## src/rtl/packet_struct_pkg.sv

```systemverilog
// Shared packet definitions: Ethernet header layout and frame-size constants.
package packet_struct_pkg;

  localparam int ETH_HDR_BYTES       = 14;
  localparam int ETH_HDR_W           = ETH_HDR_BYTES * 8;
  localparam int ETH_MIN_FRAME_BYTES = 60;

  // Byte 0 of the header (first destination MAC byte) sits in the MSBs.
  typedef struct packed {
    logic [47:0] dst_mac;
    logic [47:0] src_mac;
    logic [15:0] eth_type;
  } eth_hdr;

endpackage

```

## src/rtl/eth_frame_assemble.sv

```systemverilog
// Prepends a 14-byte Ethernet header to a beat-aligned payload stream.
// Optional ETH_ASM_MIN_PAD_EN zero-pads short frames up to 60 bytes.
`ifndef MAC_INTERFACE_W
`define MAC_INTERFACE_W 256
`endif
`ifndef MAC_PADBYTES_W
`define MAC_PADBYTES_W 5
`endif
`ifndef MTU_SIZE_W
`define MTU_SIZE_W 16
`endif

module eth_frame_assemble
  import packet_struct_pkg::*;
#(
  parameter int DATA_W     = `MAC_INTERFACE_W,
  parameter int PADBYTES_W = `MAC_PADBYTES_W,
  parameter int SIZE_W     = `MTU_SIZE_W
) (
  input  logic                  clk,
  input  logic                  rst_n,

  input  logic                  src_eth_asm_hdr_val,
  input  eth_hdr                src_eth_asm_eth_hdr,
  input  logic [SIZE_W-1:0]     src_eth_asm_data_size,
  output logic                  eth_asm_src_hdr_rdy,

  input  logic                  src_eth_asm_data_val,
  input  logic [DATA_W-1:0]     src_eth_asm_data,
  input  logic                  src_eth_asm_data_last,
  input  logic [PADBYTES_W-1:0] src_eth_asm_data_padbytes,
  output logic                  eth_asm_src_data_rdy,

  output logic                  eth_asm_dst_data_val,
  output logic [DATA_W-1:0]     eth_asm_dst_data,
  output logic                  eth_asm_dst_data_last,
  output logic [PADBYTES_W-1:0] eth_asm_dst_data_padbytes,
  output logic [SIZE_W-1:0]     eth_asm_dst_frame_size,
  input  logic                  dst_eth_asm_data_rdy
);

  localparam int DATA_BYTES = DATA_W / 8;
  localparam logic [PADBYTES_W-1:0] HDR_PAD   = PADBYTES_W'(ETH_HDR_BYTES);
  localparam logic [PADBYTES_W-1:0] FLUSH_PAD = PADBYTES_W'(DATA_BYTES - ETH_HDR_BYTES);
  localparam logic [SIZE_W-1:0]     HDR_SIZE  = SIZE_W'(ETH_HDR_BYTES);

  typedef enum logic [2:0] {
    S_IDLE,
    S_FIRST,
    S_DATA,
    S_FLUSH,
    S_PAD
  } state_t;

  state_t                  state_reg, state_next;
  eth_hdr                  hdr_reg;
  logic [ETH_HDR_W-1:0]    carry_reg;
  logic [SIZE_W-1:0]       frame_size_reg;
  logic [PADBYTES_W-1:0]   last_pad_reg;
  logic                    out_en_reg;

  logic [DATA_W-1:0]       raw_data;
  logic [PADBYTES_W-1:0]   mask_cnt;
  logic                    accept_hdr;
  logic                    accept_data;
  logic [SIZE_W-1:0]       size_next;

  assign accept_hdr  = eth_asm_src_hdr_rdy & src_eth_asm_hdr_val;
  assign accept_data = eth_asm_src_data_rdy & src_eth_asm_data_val;
  assign eth_asm_dst_frame_size = frame_size_reg;

`ifdef ETH_ASM_MIN_PAD_EN
  localparam logic [SIZE_W-1:0] MIN_SIZE = SIZE_W'(ETH_MIN_FRAME_BYTES);
  logic [SIZE_W-1:0]     out_cnt_reg;
  logic [SIZE_W-1:0]     cnt_end;
  logic [SIZE_W-1:0]     size_raw;
  logic                  cnt_final;
  logic [PADBYTES_W-1:0] cnt_pad;

  // A beat is the frame's last once the emitted byte count covers frame_size.
  assign size_raw  = src_eth_asm_data_size + HDR_SIZE;
  assign size_next = (size_raw < MIN_SIZE) ? MIN_SIZE : size_raw;
  assign cnt_end   = out_cnt_reg + SIZE_W'(DATA_BYTES);
  assign cnt_final = (cnt_end >= frame_size_reg);
  assign cnt_pad   = PADBYTES_W'(cnt_end - frame_size_reg);
`else
  assign size_next = src_eth_asm_data_size + HDR_SIZE;
`endif

  always_comb begin
    state_next                = state_reg;
    eth_asm_src_hdr_rdy       = 1'b0;
    eth_asm_src_data_rdy      = 1'b0;
    eth_asm_dst_data_val      = 1'b0;
    eth_asm_dst_data_last     = 1'b0;
    eth_asm_dst_data_padbytes = '0;
    raw_data                  = '0;
    mask_cnt                  = '0;

    case (state_reg)
      S_IDLE: begin
        eth_asm_src_hdr_rdy = out_en_reg;
        if (accept_hdr)
          state_next = S_FIRST;
      end

      S_FIRST, S_DATA: begin
        eth_asm_src_data_rdy = dst_eth_asm_data_rdy;
        eth_asm_dst_data_val = src_eth_asm_data_val;
        raw_data = {(state_reg == S_FIRST) ? hdr_reg : carry_reg,
                    src_eth_asm_data[DATA_W-1:ETH_HDR_W]};
        // The last beat fits whole when its empty tail can absorb the carry.
        if (src_eth_asm_data_last && (src_eth_asm_data_padbytes >= HDR_PAD)) begin
          mask_cnt                  = src_eth_asm_data_padbytes - HDR_PAD;
          eth_asm_dst_data_last     = 1'b1;
          eth_asm_dst_data_padbytes = src_eth_asm_data_padbytes - HDR_PAD;
`ifdef ETH_ASM_MIN_PAD_EN
          eth_asm_dst_data_last     = cnt_final;
          eth_asm_dst_data_padbytes = cnt_final ? cnt_pad : '0;
`endif
        end
        if (accept_data) begin
          if (!src_eth_asm_data_last)
            state_next = S_DATA;
          else if (src_eth_asm_data_padbytes < HDR_PAD)
            state_next = S_FLUSH;
          else
            state_next = eth_asm_dst_data_last ? S_IDLE : S_PAD;
        end
      end

      S_FLUSH: begin
        eth_asm_dst_data_val      = 1'b1;
        raw_data                  = {carry_reg, {(DATA_W-ETH_HDR_W){1'b0}}};
        mask_cnt                  = last_pad_reg + FLUSH_PAD;
        eth_asm_dst_data_last     = 1'b1;
        eth_asm_dst_data_padbytes = last_pad_reg + FLUSH_PAD;
`ifdef ETH_ASM_MIN_PAD_EN
        eth_asm_dst_data_last     = cnt_final;
        eth_asm_dst_data_padbytes = cnt_final ? cnt_pad : '0;
`endif
        if (dst_eth_asm_data_rdy)
          state_next = eth_asm_dst_data_last ? S_IDLE : S_PAD;
      end

`ifdef ETH_ASM_MIN_PAD_EN
      S_PAD: begin
        eth_asm_dst_data_val      = 1'b1;
        eth_asm_dst_data_last     = cnt_final;
        eth_asm_dst_data_padbytes = cnt_final ? cnt_pad : '0;
        if (dst_eth_asm_data_rdy && cnt_final)
          state_next = S_IDLE;
      end
`endif

      default: state_next = S_IDLE;
    endcase
  end

  // Bytes past the valid tail of the beat are forced to zero.
  for (genvar gi = 0; gi < DATA_BYTES; gi++) begin : g_mask
    assign eth_asm_dst_data[DATA_W-1-8*gi -: 8] =
      ((int'(mask_cnt) + gi) < DATA_BYTES) ? raw_data[DATA_W-1-8*gi -: 8] : 8'h00;
  end

  always_ff @(posedge clk or negedge rst_n) begin
    if (!rst_n) begin
      state_reg      <= S_IDLE;
      hdr_reg        <= '0;
      carry_reg      <= '0;
      frame_size_reg <= '0;
      last_pad_reg   <= '0;
      out_en_reg     <= 1'b0;
    end else begin
      state_reg  <= state_next;
      out_en_reg <= 1'b1;
      if (accept_hdr) begin
        hdr_reg        <= src_eth_asm_eth_hdr;
        frame_size_reg <= size_next;
      end
      if (accept_data) begin
        carry_reg <= src_eth_asm_data[ETH_HDR_W-1:0];
        if (src_eth_asm_data_last)
          last_pad_reg <= src_eth_asm_data_padbytes;
      end
    end
  end

`ifdef ETH_ASM_MIN_PAD_EN
  always_ff @(posedge clk or negedge rst_n) begin
    if (!rst_n)
      out_cnt_reg <= '0;
    else if (accept_hdr)
      out_cnt_reg <= '0;
    else if (eth_asm_dst_data_val && dst_eth_asm_data_rdy)
      out_cnt_reg <= out_cnt_reg + SIZE_W'(DATA_BYTES);
  end
`endif

endmodule

```

## config.mk

```make
export PLATFORM = sky130hd
export DESIGN_NAME = eth_frame_assemble
export DESIGN_NICKNAME = d
export VERILOG_FILES = /design/src/rtl/packet_struct_pkg.sv /design/src/rtl/eth_frame_assemble.sv
export SDC_FILE = /design/constraint.sdc
export NUM_CORES = 1
export LEC_CHECK = 0
export CAP_MARGIN = 20
export CORE_AREA = 2 2 265 267
export DETAILED_ROUTE_END_ITERATION = 7
export DIE_AREA = 0 0 267 269
export GPL_TIMING_DRIVEN = 0
export SLEW_MARGIN = 20
export SYNTH_ARGS = -nofsm -noshare
export SYNTH_HDL_FRONTEND = slang
export SYNTH_SLANG_ARGS = --single-unit
```

## constraint.sdc

```tcl
create_clock -name clk -period 5.9 [get_ports clk]
set_clock_uncertainty 0.15 [all_clocks]
set_input_delay 0.59 -clock clk [delete_from_list [all_inputs] [get_ports clk]]
set_output_delay 0.59 -clock clk [all_outputs]
set_load 0.01 [all_outputs]
```

==> flow_summary.json <==
{
  "coreArea_sq_mm": 0.0693,
  "postCtsSetupRepairBufs": 0,
  "initial_core_util": 0.181,
  "drv_slew": 0,
  "synthFlopType": "dfrtp_1",
  "ant_nets": 0,
  "synth_top_family_by_area": "multiplexers",
  "fin_crit_sh": 0.900,
  "wl_met3_mm": 4.72,
  "area_growth_pct": 71.7,
  "cp.required_ns": 5.16,
  "path_cells": "buf_2, nor2b_1, clkbuf_1, clkbuf_1, a22oi_1, nor2_1, clkdlybuf4s50_1",
  "grt_pass1_wl_mm": 86.9,
  "htreeDepth": 1,
  "port_buffers": 673,
  "avgViaCountPerCell": 4.26,
  "yosys_warnings": 0,
  "crit_type": "reg -> out",
  "synthMuxAreaShare": 0.206,
  "path_buf_inv": 4,
  "grt_util_all_layers": 0.166,
  "grt_max_degree": 95,
  "hold_ws_ns": 0.290,
  "yosysTopAreaCell": "dfrtp_1",
  "maxCapViolCount": 0,
  "cts_tree": "built",
  "hold_viol": 0,
  "crit_slowest_cell": "clkbuf_1",
  "grt_overflow": 0,
  "die_x_um": 267,
  "fin_nets": 2232,
  "cts_made_buffers": 30,
  "arrival_ns": 4.57,
  "hp-class": "in -> reg",
  "clock_latency_ns": 0.58,
  "synthCells": 1126,
  "die_area_sq_mm": 0.0718,
  "drt-pass1-iter-count": 6,
  "leakagePower_nw": 8.85,
  "antenna_found_initial": 14,
  "ir_worst_vdd_mv": 0.188,
  "rows": 97,
  "cts_num_sinks": 249,
  "netlist_area_sq_mm": 0.0126,
  "path_clk_slew_ns": 0.06,
  "ctsLongestPathBuffers": 3,
  "remaining_drc_errors": 0,
  "place_congestion": 0.918,
  "slew_headroom": 0.237,
  "ioPinCount": 676,
  "finalCriticalPeriod_ns": 5.31,
  "synth_edf_count": 0,
  "fill_cells": 7047,
  "synth-seq-cells": 249,
  "ys_types": 55,
  "synthDominantCellAreaShare": 0.496,
  "critPathMaxStageDelay_ns": 0.89,
  "highest_layer": "met5",
  "synthAdderAreaFrac": 0.00299,
  "wl_met1_mm": 24.3,
  "crit_top_cell": "clkbuf_1",
  "fmax_mhz": 188,
  "wl_met2_mm": 32.8,
  "start_kind": "register",
  "endpoint_kind": "primary output",
  "drive_gt1_frac": 0.179,
  "grt_pass1_vias": 12632,
  "synth.net_count": 1524,
  "synth-compound-area-share": 0.109,
  "cts_resized": 0,
  "detail_route.wl_per_cell_um": 22.6,
  "rsz0062_at_grt": "no",
  "finalSetupViolCount": 0,
  "crit_family": "buffers and inverters",
  "synth_async_sr_flop_share": 1.00,
  "place_hpwl_mm": 52.2,
  "path_max_fanout": 10,
  "tightest_slew_ns": 1.14,
  "drt-initial-drc-count": 509,
  "avgSynthCellArea_sq_um": 11.2,
  "hold_buffers": 1,
  "synth-simple-area-share": 0.144,
  "synth_area_leaders": "dfrtp_1 50%, mux2_2 21%, a22oi_1 6.3%",
  "stdcell_count": 2805,
  "fp.dieH_um": 269,
  "via_count": 11940,
  "wirelength_mm": 63.4,
  "clockRootBuffer": "clkbuf_16",
  "status": "finished clean",
  "seq_area_frac_synth": 0.496,
  "synth_xor_area_frac": 0.0131,
  "p_per_area_mw_per_mm2": 243,
  "place_inst": 2741
}
-- report_power, final --
part / internal (mW) / switching (mW) / leakage, nW
combinational: 0.685 / 0.374 / 5.28
clock: 1.08 / 0.764 / 0.471
sequential: 2.11 / 0.225 / 3.10
total: 3.87 / 1.36 / 8.85
-- worst register-to-register path: cells and delay by family (launching register included) --
family	cells	cell delay, ns
compound gates	1	0.10
buf+inv	3	1.22
flops	1	0.40
simple gates	3	1.30
-- synthesized netlist by cell type, types with 3 or more instances --
| library cell | count |
|---|---|
| a21oi_1 | 10 |
| a22oi_1 | 105 |
| and2_1 | 82 |
| buf_2 | 14 |
| ha_1 | 3 |
| o21ai_0 | 22 |
| nor3_2 | 4 |
| xor2_1 | 10 |
| xnor2_1 | 7 |
| nor2_1 | 138 |
| buf_4 | 10 |
| a22o_1 | 8 |
| mux2_2 | 230 |
| nand2b_1 | 3 |
| clkbuf_1 | 42 |
| a21oi_2 | 7 |
| and3_1 | 45 |
| nor2b_1 | 7 |
| buf_1 | 6 |
| nand3_1 | 6 |
| nand4_1 | 4 |
| nand2_1 | 54 |
| o21a_1 | 9 |
| nor3_1 | 4 |
| inv_1 | 8 |
| dfrtp_1 | 249 |
-- worst paths after layout --
kind                            cells past startpoint                          from  slack, ns                          to
worst min-delay path                                2  src_eth_asm_data_padbytes[3]       0.29             last_pad_reg[3]
max in group asynchronous                           3                         rst_n       4.24                  hdr_reg[9]
min in group asynchronous                           2                         rst_n       0.41                hdr_reg[105]
worst min register to register                      2    eth_asm_dst_frame_size[11]       0.33  eth_asm_dst_frame_size[11]
worst max-delay path                                7                  state_reg[1]       0.59       eth_asm_dst_data[155]
worst max register to register                      7                  state_reg[2]       2.60   eth_asm_dst_frame_size[8]
-- kinds of logic after synthesis --
kind of cell	count (synthesis)
other	2
buffers and inverters	81
DFF	249
adders and majority gates	3
xor gates and xnor gates	18
and+or+nand+nor	360
muxes	230
AOI/OAI and AO/OA	183
-- final cells by class --
cell class,instances,area (sq um),area share
timing repair buffer,676,6810,0.316
sequential,249,6230,0.289
multi-input combinational,796,5980,0.277
tap,940,1180,0.0545
clock buffer,41,832,0.0386
buffer,73,338,0.0157
clock inverter,14,153,0.00708
inverter,8,30.0,0.00139
antenna,8,20.0,0.000928
-- metal layers --
layer / track usage / vias up
li1: - / 5411
met1: 0.186 / 5947
met2: 0.302 / 494
met3: 0.0457 / 80
met4: 0.0574 / 8
met5: 0 / -
-- stage by stage --
| step | instance area [sq um] | power, mW | util | setup TNS, ns | setup slack, ns |
|---|---|---|---|---|---|
| global placement | 20500 | 3.39 | 0.296 | -1743.67 | -7.05 |
| floorplan | 12600 | 2.80 | - | 0 | 2.95 |
| CTS | 21500 | 5.32 | 0.311 | 0 | 0.202 |
| finish | 21600 | 5.24 | 0.311 | 0 | 0.590 |
| detailed placement | 20600 | 3.44 | 0.297 | 0 | 0.697 |
| global route | 21600 | 5.51 | 0.311 | 0 | 0.223 |
-- placed cells by master (no fill, tap or decap), types with 22 or more instances in the layout --
cell and n:
clkdlybuf4s50_1 672, dfrtp_1 249, mux2_2 230, nor2_1 138, a22oi_1 105, and2_1 82
nand2_1 54, clkbuf_1 48, and3_1 45, clkbuf_16 30, o21ai_0 22
Power figures use the tool's default switching activity.
